--- src/rtl/segmax_row_controller_pkg.sv ---
// Shared types for the segmented row-max controller and its lane tree.
// Latency: n/a (types and constants only).
// Backpressure: n/a.
package star_max_pkg;

  // Segment layouts. Encoding 2'd3 is deliberately left out and is rejected at config time.
  typedef enum logic [1:0] {
    MODE_SEG2 = 2'd0,  // one segment of 8 lanes
    MODE_SEG4 = 2'd1,  // two segments of 4 lanes
    MODE_SEG8 = 2'd2   // four segments of 2 lanes
  } max_mode_e;

  // Most negative 32-bit signed value. Seeds every running max so the first beat always wins.
  localparam logic [31:0] INT_MIN = 32'h8000_0000;

  typedef enum logic [1:0] {
    IDLE  = 2'd0,
    ACCUM = 2'd1,
    OUT   = 2'd2
  } row_state_e;

  // One bit per result segment that carries a meaningful maximum.
  function automatic logic [3:0] mode_mask(input max_mode_e m);
    case (m)
      MODE_SEG2: return 4'b0001;
      MODE_SEG4: return 4'b0011;
      MODE_SEG8: return 4'b1111;
      default:   return 4'b0000;
    endcase
  endfunction

endpackage

--- src/rtl/segmax_row_controller_seg_tree.sv ---
// Purpose: combinational per-segment maximum of one 8-lane signed beat.
// Latency: 0 cycles (pure combinational).
// Backpressure: none; the output follows the inputs.
// Ports:
//   i_data      8 signed lanes, lane i at [i*DATA_W +: DATA_W]
//   i_mode      segment layout
//   o_beat_max  segment s max at [s*DATA_W +: DATA_W]; unused segments carry the most negative value
module max_seg_tree
  import star_max_pkg::*;
#(
  parameter int DATA_W = 32,
  parameter int LANES  = 8
) (
  input  logic [LANES*DATA_W-1:0] i_data,
  input  max_mode_e               i_mode,
  output logic [4*DATA_W-1:0]     o_beat_max
);

  localparam logic [DATA_W-1:0] LANE_MIN = {1'b1, {(DATA_W-1){1'b0}}};

  function automatic logic [DATA_W-1:0] smax(input logic [DATA_W-1:0] a,
                                             input logic [DATA_W-1:0] b);
    return ($signed(a) > $signed(b)) ? a : b;
  endfunction

  logic [DATA_W-1:0] w_lane [8];
  logic [DATA_W-1:0] w_pair [4];
  logic [DATA_W-1:0] w_quad [2];
  logic [DATA_W-1:0] w_full;

  for (genvar i = 0; i < 8; i++) begin : g_lane
    assign w_lane[i] = i_data[i*DATA_W +: DATA_W];
  end

  // A single reduction tree serves all three layouts: the pair level is the SEG8 result,
  // the quad level is SEG4, and the root is SEG2.
  for (genvar p = 0; p < 4; p++) begin : g_pair
    assign w_pair[p] = smax(w_lane[2*p], w_lane[2*p+1]);
  end
  assign w_quad[0] = smax(w_pair[0], w_pair[1]);
  assign w_quad[1] = smax(w_pair[2], w_pair[3]);
  assign w_full    = smax(w_quad[0], w_quad[1]);

  // Unused segments are driven with the most negative value so folding them is a no-op.
  always_comb begin
    o_beat_max = {4{LANE_MIN}};
    case (i_mode)
      MODE_SEG4: o_beat_max = {LANE_MIN, LANE_MIN, w_quad[1], w_quad[0]};
      MODE_SEG8: o_beat_max = {w_pair[3], w_pair[2], w_pair[1], w_pair[0]};
      default:   o_beat_max = {LANE_MIN, LANE_MIN, LANE_MIN, w_full};
    endcase
  end

endmodule

--- src/rtl/segmax_row_controller.sv ---
// Purpose: takes a row config, folds the row's score beats into per-segment running maxima, returns the result.
// Latency: out_valid rises 1 cycle after the last beat is accepted. One beat per cycle is folded in ACCUM.
// Backpressure: in_ready is high only in ACCUM. The result is held stable until out_ready. Configs are taken only in IDLE.
// Ports:
//   clk, rst                          clock and synchronous active-high reset
//   cfg_valid/cfg_ready/cfg_mode/cfg_beats/cfg_err   row configuration handshake and reject pulse
//   in_valid/in_ready/in_data         score beat stream (8 signed lanes)
//   out_valid/out_ready/out_max/out_mask             per-segment row maxima and segment mask
//   busy                              high while a row is in flight
module segmax_row_controller
  import star_max_pkg::*;
#(
  parameter int DATA_W = 32,
  parameter int LANES  = 8,
  parameter int BEAT_W = 8
) (
  input  logic                    clk,
  input  logic                    rst,
  input  logic                    cfg_valid,
  output logic                    cfg_ready,
  input  logic [1:0]              cfg_mode,
  input  logic [BEAT_W-1:0]       cfg_beats,
  output logic                    cfg_err,
  input  logic                    in_valid,
  output logic                    in_ready,
  input  logic [LANES*DATA_W-1:0] in_data,
  output logic                    out_valid,
  input  logic                    out_ready,
  output logic [4*DATA_W-1:0]     out_max,
  output logic [3:0]              out_mask,
  output logic                    busy
);

  localparam logic [DATA_W-1:0] LANE_MIN = {1'b1, {(DATA_W-1){1'b0}}};

  row_state_e           r_state;
  max_mode_e            r_mode;
  logic [BEAT_W-1:0]    r_beats;
  logic [BEAT_W-1:0]    r_cnt;
  logic [DATA_W-1:0]    r_run_max [4];
  logic                 r_cfg_ready;
  logic                 r_cfg_err;
  logic                 r_in_ready;
  logic                 r_out_valid;
  logic                 r_busy;
  logic [4*DATA_W-1:0]  r_out_max;
  logic [3:0]           r_out_mask;

  logic [4*DATA_W-1:0]  w_beat_max;
  logic [DATA_W-1:0]    w_fold [4];
  logic [3:0]           w_mask;
  logic                 w_cfg_ok;
  logic                 w_last_beat;

  max_seg_tree #(
    .DATA_W (DATA_W),
    .LANES  (LANES)
  ) u_tree (
    .i_data     (in_data),
    .i_mode     (r_mode),
    .o_beat_max (w_beat_max)
  );

  for (genvar s = 0; s < 4; s++) begin : g_fold
    assign w_fold[s] = ($signed(w_beat_max[s*DATA_W +: DATA_W]) > $signed(r_run_max[s]))
                       ? w_beat_max[s*DATA_W +: DATA_W] : r_run_max[s];
  end

  assign w_mask      = mode_mask(r_mode);
  assign w_cfg_ok    = (cfg_mode != 2'd3) && (cfg_beats != '0);
  // Counter holds the number of beats already folded, so the last beat is the one seen at beats-1.
  assign w_last_beat = (r_cnt == r_beats - 1'b1);

  always_ff @(posedge clk) begin
    if (rst) begin
      r_state     <= IDLE;
      r_mode      <= MODE_SEG2;
      r_beats     <= '0;
      r_cnt       <= '0;
      for (int s = 0; s < 4; s++) r_run_max[s] <= '0;
      r_cfg_ready <= 1'b1;
      r_cfg_err   <= 1'b0;
      r_in_ready  <= 1'b0;
      r_out_valid <= 1'b0;
      r_busy      <= 1'b0;
      r_out_max   <= '0;
      r_out_mask  <= '0;
    end else begin
      r_cfg_err <= 1'b0;
      case (r_state)
        IDLE: begin
          if (cfg_valid && r_cfg_ready) begin
            if (w_cfg_ok) begin
              r_state     <= ACCUM;
              r_mode      <= max_mode_e'(cfg_mode);
              r_beats     <= cfg_beats;
              r_cnt       <= '0;
              for (int s = 0; s < 4; s++) r_run_max[s] <= LANE_MIN;
              r_cfg_ready <= 1'b0;
              r_in_ready  <= 1'b1;
              r_busy      <= 1'b1;
            end else begin
              // Rejected config is consumed; the controller stays ready for the next one.
              r_cfg_err <= 1'b1;
            end
          end
        end
        ACCUM: begin
          if (in_valid && r_in_ready) begin
            for (int s = 0; s < 4; s++) r_run_max[s] <= w_fold[s];
            r_cnt <= r_cnt + 1'b1;
            if (w_last_beat) begin
              // Result is taken from the folded values so the last beat is included.
              r_state     <= OUT;
              r_in_ready  <= 1'b0;
              r_out_valid <= 1'b1;
              r_out_mask  <= w_mask;
              for (int s = 0; s < 4; s++)
                r_out_max[s*DATA_W +: DATA_W] <= w_mask[s] ? w_fold[s] : '0;
            end
          end
        end
        OUT: begin
          if (out_ready) begin
            r_state     <= IDLE;
            r_out_valid <= 1'b0;
            r_busy      <= 1'b0;
            r_cfg_ready <= 1'b1;
          end
        end
        default: begin
          r_state     <= IDLE;
          r_cfg_ready <= 1'b1;
          r_in_ready  <= 1'b0;
          r_out_valid <= 1'b0;
          r_busy      <= 1'b0;
        end
      endcase
    end
  end

  assign cfg_ready = r_cfg_ready;
  assign cfg_err   = r_cfg_err;
  assign in_ready  = r_in_ready;
  assign out_valid = r_out_valid;
  assign out_max   = r_out_max;
  assign out_mask  = r_out_mask;
  assign busy      = r_busy;

endmodule

--- config.mk ---
export PLATFORM = sky130hd
export DESIGN_NAME = segmax_row_controller
export DESIGN_NICKNAME = d
export VERILOG_FILES = /design/src/rtl/segmax_row_controller_pkg.sv /design/src/rtl/segmax_row_controller_seg_tree.sv /design/src/rtl/segmax_row_controller.sv
export SDC_FILE = /design/constraint.sdc
export NUM_CORES = 1
export LEC_CHECK = 0
export CORE_AREA = 3 3 229 231
export CTS_BUF_LIST = sky130_fd_sc_hd__clkbuf_16
export CTS_CLUSTER_SIZE = 25
export DETAILED_ROUTE_END_ITERATION = 10
export DIE_AREA = 0 0 232 234
export PLACE_DENSITY = 0.77
export SLEW_MARGIN = 30
export SYNTH_ARGS = -nofsm -noshare
export SYNTH_HDL_FRONTEND = slang
export SYNTH_SLANG_ARGS = --single-unit
--- constraint.sdc ---
create_clock -name clk -period 12.7 [get_ports clk]
set_input_delay 2.54 -clock clk [delete_from_list [all_inputs] [get_ports clk]]
set_output_delay 2.54 -clock clk [all_outputs]
set_load 0.03 [all_outputs]
======== Word level (Yosys, flattened, before mapping) ========
Memories as Yosys holds them, arrays and structs flattened.
Index checks and enable logic that the tools add are counted.
word-level totals
  logic and storage cells ................. 124
  bits of input ports ..................... 271
  memory bits (writable) .................. 128
  bits in registers ....................... 157
  memories kept ........................... 1
  output and inout port bits .............. 137
cells by class
  order comparisons ....................... 11
  muxes and demuxes ....................... 61
  add/subtract/negate cells ............... 2
  bitwise operators ....................... 12
  reductions and logical operators ........ 15
  equal/unequal tests ..................... 11
memory list
  memory     depth  bits a word  read ports  clocked after Yosys merged registers in  write ports  RTL line                     text
  r_run_max  4      32           4           0                                        4            segmax_row_controller.sv:40  logic [DATA_W-1:0] r_run_max [4];
operators by type and width
  kind                                                                    count
  32-bit two-way mux                                                      23
  32-bit > comparator                                                     11
  128-bit case mux with 2 select lines                                    1
  8-bit two-way mux                                                       3
  1-bit two-way mux                                                       22
  8-bit case mux with 2 select lines                                      1
  2-bit inequality test (second input constant)                           6
  1-bit case mux with 3 select lines                                      4
  4-bit case mux with 3 select lines                                      1
  4-bit AND reduction                                                     3
  2-bit two-way mux                                                       5
  5-bit AND reduction                                                     2
  8-bit by 1-bit adder with 8-bit output (second input constant)          1
  8-bit equality test                                                     1
  1-bit OR                                                                8
  8-bit nonzero test                                                      1
  8-bit by 1-bit subtractor with 8-bit output (second input constant)     1
  2-bit case mux with 3 select lines                                      1
  3-bit AND reduction                                                     2
  2-bit by 1-bit equality test with 1-bit output (second input constant)  2
  2-bit equality test (second input constant)                             2
  2-bit zero test                                                         2
  1-bit NOT                                                               4
  1-bit logical AND                                                       3
  2 further kinds                                                         2

======== Depth between registers and ports, before layout ========
Gate-level depths: netlist (run 1).
  word-level depth ........................ 10
  gate-level depth with buffers ........... 56
  gate-level depth less buffers ........... 48

======== Modules after synthesis ========
A second synthesis (run 1) with hierarchy kept.
second synthesis, totals
  cells, all modules ...................... 2765
  area, all modules ....................... 23956.7 um2
modules (own cells, without submodules)
  module                 area an instance (um2)  sequential area each (um2)  cells an instance  times used
  segmax_row_controller  14630.3                 6646.4                      1431               1
  max_seg_tree           9326.4                  0.0                         1334               1

======== Worst setup path after synthesis (run 1) ========
OpenSTA, ideal clock, no wires.
  kind .................................... in2reg
  from .................................... in in_data[191]
  to ...................................... mem r_run_max[0][20] (data pin)
  setup time .............................. 152 ps
  slack ................................... -1016 ps
  stages .................................. 53
  arrival ................................. 13563 ps
  buffers on the path ..................... 10
  required time ........................... 12548 ps
  path through ............................ inv_1 > ha_1 > clkbuf_2 > nand4_1 > nor3_1 > a221oi_1 > nand2_1 > o21a_1 > o21ai_1 > clkbuf_1 > mux2i_1 > inv_1 > ha_1 > a21o_1 > a21o_1 > a221o_1 > a211oi_1 > and3_1 > [... 17 more ...] > a21oi_1 > mux2i_1 > ha_1 > a21o_1 > a21o_1 > a21o_1 > a21o_1 > a221o_1 > nand3_1 > a21boi_0 > or3_1 > nand2_1 > clkbuf_1 > nand2_1 > clkbuf_1 > clkbuf_1 > o32a_1 > o21ai_0
RTL lines
  what         RTL line                     text
  from (decl)  segmax_row_controller.sv:26  input logic [LANES*DATA_W-1:0] in_data,
  to (decl)    segmax_row_controller.sv:40

==> results.md, run 1 <==
* Most used cell, CP: buf_6
* Critical Path RT at 13.00 ns
* Clock Latency Late Sink at 0.58 ns
* Fin crit share at 100.1%
* Vias in the first global route at 27605
* Share of the synthesized area in the top cell type at 17.70%
* Area share of fa/ha/maj cells after synthesis at 17.70%
* Crit-path slowest cell: or4_4
* Global-route wire length before repair at 161400 um
* Main combinational cell family by area after synthesis: compound AO/OA/AOI/OAI gates
* H-tree depth at 2
* Num CTS Buffers at 35
* PD cells at 146.8 mW/mm2
* HPWL after DPL at 83760 um
* CP Launch Type: primary input
* Worst setup EP type: flop
* Post-synthesis compound-gate area fraction at 21.00%
* Die Height at 234 um
* Main synth FF type: dfxtp_1
* Die ar. at 0.05429 mm2
* Vias at 28025
* Worst ir drop on vdd at 0.0001445 V
* Tightest Pin Transition at 1.169 ns
* Worst hold path class: reg -> reg
* Largest net degree at the start of global routing at 68
* Post-layout util at 77.00%
* Via density at 6.111
* WL/cell at 24.79 um
* Layout cells sized above 1 at 30.40%
* Slew HR at 21.76%
* IO Count at 408
* Number of hold violations in the final report at 0
* Clock sink count at 284
* Finished Cell Area at 0.03871 mm2
* GRT Util Overall at 38.54%
* DRT Wirelength at 113700 um
* Library cells used by synthesis at 87
* Gpl congestion at 1.032
* Synth area leaders: ha_1, dfxtp_1, edfxtp_1, mux2i_1, inv_1
* Global route overflow at 0
* Crit path max fanout at 21
* Yosys warning total at 0
* Failing checks: negative setup slack
* Hold Buf Count CTS at 0
* Sequential area share after synthesis at 26.42%
* Design Power at 5.683 mW
* # port buffers at 407
* Mux share of post-synthesis cell area at 11.93%
* FP Rows at 82
* Total core area at 0.05027 mm2
* First DRT Iteration DRCs at 2634
* Hold-critical path depth at 2
* Clk pin slew, worst setup/hold paths at 0.06 ns
* XOR/XNOR share of the synthesized area at 0.5918%
* Mean post-synth cell area at 8.440 um2
* TNS Setup at -0.01097 ns
* Count of state elements after synthesis at 284
* CTS tree: yes
* Leakage at 18.02 nW
* DRC at 0
* Unrepaired setup endpoints after global routing: yes
* Die width at 232 um
* Antenna Violating Nets Remaining at 0
* Kind of critical path: in -> reg
* Final critical-path required period at 12.71 ns
* Asr flop ratio synth at 0%
* Fmax at 0.07867 GHz
* Mapped Area at 0.02516 mm2
* RR Endpoint: out_max[63]$_SDFFE_PP0P_
* Slew Viols, Final at 0
* R2R setup slack at 6.48 ns
* Max cap viols at 0
* Root buf cell: clkbuf_16
* Post-Synthesis Net Count at 3608
* Synth Area in Simple Gates at 14.31%
* Post-synth EDFFs at 96
* R2R depth at 22
* Worst Skew at 0.03600 ns
* Min-delay src: out_max[110]$_SDFFE_PP0P_
* CTS Buffer Depth at 3
* Hold Path End: out_max[110]$_SDFFE_PP0P_
* Hold slack final at 0.4564 ns
* Initial Utilization at 50.05%
* Placed instance area at 0.03390 mm2
* Fillers at 3404
* Worst reg2reg path startpoint: r_mode[0]$_SDFFE_PP0P_
* Crit path largest cell delay at 0.57 ns
* Nets at 4513
* Final WS setup at -0.01097 ns
* First drt pass iteration count at 7
* Syn Inst Count at 2981
* Status: finished, violations left
* Antenna violations before repair at 4
* Layout area overhead at 53.86%
* Count of final setup violators at 1
* Crit path DAT at 13.01 ns
* Area leader, netlist: ha_1
==> through the flow <==
step           std cells  worst slack (ns)
2_1_floorplan       2981           0.01513
3_3_place_gp        4454            -1.199
3_5_place_dp        4454            -1.466
4_1_cts             4546          -0.03458
5_1_grt             4585           -0.2752
6_report            4586          -0.01097
==> how the worst max path moves through the flow <==
stage	startpoint	end	slack, ns	cells past startpoint
after floorplan	in_data[33]	r_run_max[0][20]$_SDFFCE_PN0P_	0.02	54
after global routing	in_data[105]	out_max[22]$_SDFFE_PP0P_	-0.28	51
final	in_data[225]	r_run_max[0][17]$_SDFFCE_PN0P_	-0.01	50
after CTS	in_data[174]	r_run_max[0][14]$_SDFFCE_PN0P_	-0.03	52
after global placement	in_data[165]	r_run_max[0][16]$_SDFFCE_PN0P_	-1.20	47
after detailed placement	in_data[165]	r_run_max[0][11]$_SDFFCE_PN0P_	-1.47	48
==> cell type report <==
type	count	area [um2]	share of cell area [%]
Antenna cell	3	7.507	0.01939
Timing Repair Buffer	1022	9612	24.83
Multi-Input combinational cell	2167	19040	49.18
Sequential cell	284	6646	17.17
Tap cell	672	840.8	2.172
Clock inverter	26	241.5	0.6238
Clock buffer	36	900.9	2.327
Inverter	376	1424	3.678
==> per-layer routing <==
| layer | global-route usage, % | share of wire, % | vias to the layer above |
|---|---|---|---|
| met5 | 0 | 0.013 | - |
| met4 | 22.83 | 7.7 | 2 |
| met3 | 6.621 | 7.9 | 415 |
| met2 | 66.30 | 47 | 1553 |
| met1 | 45.18 | 37 | 13408 |
| li1 | - | - | 12647 |
==> registers in the layout (all words and copies together) (netlist names), 2 cells and up <==
register / cells
r_state: 2
r_beats: 8
out_mask: 3
out_max: 128
r_mode: 2
r_run_max: 128
r_cnt: 8
==> cells in the final DEF (no fill, tap or decap), types with 40 or more instances in the layout <==
cell	netlist	layout
buf_4	1	560
inv_1	374	327
nor2_1	292	285
ha_1	356	272
clkdlybuf4s50_1	0	245
nand2_1	219	208
a21oi_1	217	201
dfxtp_1	188	188
mux2i_1	201	144
dlymetal6s2s_1	0	119
edfxtp_1	96	96
a21o_1	87	87
ha_4	0	80
nand4_1	76	76
a22oi_1	68	50
inv_2	2	48
mux2_2	48	47
o21ai_0	81	42
clkbuf_16	0	41
mux2i_4	0	40
==> cell usage after synthesis, types with 7 or more instances <==
cell type and n:
inv_1 374, ha_1 356, nor2_1 292, nand2_1 219, a21oi_1 217, mux2i_1 201
dfxtp_1 188, clkbuf_1 125, edfxtp_1 96, a21o_1 87, o21ai_0 81, nand4_1 76
a22oi_1 68, mux2_2 48, nand3_1 40, nor2b_1 33, o221ai_1 31, a222oi_1 30
mux2_4 30, o32a_1 30, o22a_1 29, o22ai_2 29, nor3_1 24, o21a_1 21
and2_1 18, buf_1 18, a211oi_1 17, nor4_1 15, o31a_1 14, o31ai_1 14
and4_1 12, o211ai_1 11, and3_1 9, nand2b_1 9, xnor2_1 9, xor2_1 8
or3_1 7
==> timing repair <==
action	4_1_cts	5_1_grt
resized for setup	242	561
setup buffers	22	33
gates cloned	8	5
setup endpoints to repair	64	64
pin swaps	49	125
==> logic make-up after synthesis <==
logic type,after synthesis
simple gates,775
compound gates,740
buf+inv,530
fa+ha+maj,356
flops,284
mux,279
xor+xnor,17
==> power breakdown <==
part           internal [mW]  switching (mW)
Combinational           1.79            1.87
Clock                  0.568           0.453
Sequential             0.977          0.0260
Total                   3.34            2.35
==> worst max-delay path: cells and delay by family <==
| family | cells | cell delay (ns) |
|---|---|---|
| buffers and inverters | 11 | 1.90 |
| multiplexers | 4 | 1.19 |
| adder cells (fa/ha/maj) | 4 | 1.10 |
| AO/OA/AOI/OAI | 18 | 3.33 |
| AND/OR/NAND/NOR | 13 | 2.88 |
No activity file was read; power rests on OpenSTA's default activity.
==> run 2, diff against run 1 <==
Settings changed: SLEW_MARGIN 30 to default.
==> run 2 against run 1 <==
  * Maximum frequency hardly changed
  * Die area stayed put
  * Via count is 0.59% lower
  * Critical endpoint is now r_run_max[0][16]$_SDFFCE_PN0P_
  * Clock power is 5% higher
  * Core utilization is 1.0 points lower
  * The run still ends with negative setup slack left
==> results.md, run 2 (synthesis results as in run 1) <==
* Largest net degree at the start of global routing at 68
* Hold slack final at 0.4582 ns
* Crit path largest cell delay at 0.45 ns
* Status: finished, violations left
* Worst Skew at 0.02109 ns
* Vias at 27860
* Layout cells sized above 1 at 29.43%
* Die width at 232 um
* Antenna violations before repair at 4
* Crit-path slowest cell: or3_4
* First drt pass iteration count at 9
* Global route overflow at 0
* Count of final setup violators at 2
* Worst hold path class: reg -> reg
* Worst setup EP type: flop
* Number of hold violations in the final report at 0
* R2R depth at 20
* Die Height at 234 um
* Critical Path RT at 13.10 ns
* Initial Utilization at 50.05%
* DRC at 0
* PD cells at 147.9 mW/mm2
* # port buffers at 407
* Nets at 4518
* Slew Viols, Final at 0
* Clk pin slew, worst setup/hold paths at 0.06 ns
* Antenna Violating Nets Remaining at 0
* Finished Cell Area at 0.03820 mm2
* Gpl congestion at 1.032
* Hold-critical path depth at 2
* Root buf cell: clkbuf_16
* Most frequent cells in the layout: buf_4, inv_1, nor2_1
* CTS tree: yes
* Unrepaired setup endpoints after global routing: yes
* Slew HR at 14.29%
* WL/cell at 24.43 um
* Fillers at 3544
* Tightest Pin Transition at 1.286 ns
* Failing checks: negative setup slack
* Vias in the first global route at 27817
* WP buf/inv at 10
* Via density at 6.066
* Die ar. at 0.05429 mm2
* TNS Setup at -0.01469 ns
* Most used cell, CP: a21o_1
* CTS Buffer Depth at 3
* Top Family by Delay on Critical Path: compound AO/OA/AOI/OAI gates
* Hold Buf Count CTS at 0
* Placed instance area at 0.03390 mm2
* Leakage at 17.93 nW
* First DRT Iteration DRCs at 2557
* Final critical-path required period at 12.71 ns
* Post-layout util at 75.99%
* Layout area overhead at 51.83%
* GRT Util Overall at 38.52%
* Clock Latency Late Sink at 0.56 ns
* CP Launch Type: primary input
* IO Count at 408
* Instance count on the critical path at 51
* Max cap viols at 0
* FP Rows at 82
* Total core area at 0.05027 mm2
* Clock sink count at 284
* Leading cell type in the layout, fill and taps excluded: buf_4
* Worst ir drop on vdd at 0.0001233 V
* Num CTS Buffers at 36
* HPWL after DPL at 83750 um
* Fin crit share at 100.1%
* Global-route wire length before repair at 161400 um
* DRT Wirelength at 112200 um
* Final WS setup at -0.007597 ns
* Kind of critical path: in -> reg
* Fmax at 0.07869 GHz
* Crit path DAT at 13.11 ns
* H-tree depth at 2
* Crit path max fanout at 8
[run 2: changes by cell type in the layout (fill, tap and decap cells not counted), moves of 9 or more]
cell and delta:
o221ai_1 +11, dlygate4sd2_1 +19, mux2i_1 +9, a22oi_2 -16
mux2i_4 -16, o221ai_2 -11, clkbuf_2 +11, o21ai_2 -15
o21ai_1 +14, dlymetal6s2s_1 -11, a22oi_1 +16, buf_4 +11
clkdlybuf4s50_1 -27
[run 2: worst min-delay path, stage by stage, from the launching register on]
cell	delay, ns
dfxtp_1	0.31
nand2_1	0.05
a21oi_1	0.05
[run 2: metrics by stage]
stage,power [mW],cells,setup WS (ns)
floorplan,2.588,2981,0.01513
global placement,3.885,4454,-1.199
detailed placement,3.935,4454,-1.479
CTS,5.265,4558,-0.003218
global route,5.895,4592,-0.3857
finish,5.652,4593,-0.007597
[run 2: per-layer routing]
layer,global-route usage (%),up-vias,wire length (um)
li1,-,12651,-
met4,25.12,2,8346
met5,0,-,13
met3,6.317,379,8980
met1,45.24,13346,42150
met2,65.28,1482,52720
[run 2: worst paths after layout]
path,start,end,slack (ns)
setup / recovery,in_data[247],r_run_max[0][16]$_SDFFCE_PN0P_,-0.008
hold / removal,out_max[110]$_SDFFE_PP0P_,out_max[110]$_SDFFE_PP0P_,0.46
setup reg to reg,r_mode[0]$_SDFFE_PP0P_,out_max[57]$_SDFFE_PP0P_,6.25
hold reg to reg,out_max[110]$_SDFFE_PP0P_,out_max[110]$_SDFFE_PP0P_,0.46
[run 2: what timing repair did]
action / CTS / global route
buffers inserted: 31 / 30
cloned: 8 / 5
pin swaps: 64 / 125
setup endpoints to repair: 64 / 64
gates resized for setup: 292 / 490
[run 2: power by group]
part	switching, mW	leakage (nW)	internal, mW
Clock	0.443	0.614	0.627
Combinational	1.82	14.8	1.76
Sequential	0.0249	2.54	0.977
Total	2.29	17.9	3.36
[run 2: cell type report]
cell class	instances	area, um2	share of cell area, %
tap	672	840.8	2.201
antenna	3	7.507	0.01965
inverter	376	1416	3.708
timing repair buffer	1025	9432	24.69
multi-input combinational	2168	18650	48.82
clock inverter	29	307.8	0.8057
sequential	284	6646	17.40
clock buffer	36	900.9	2.358
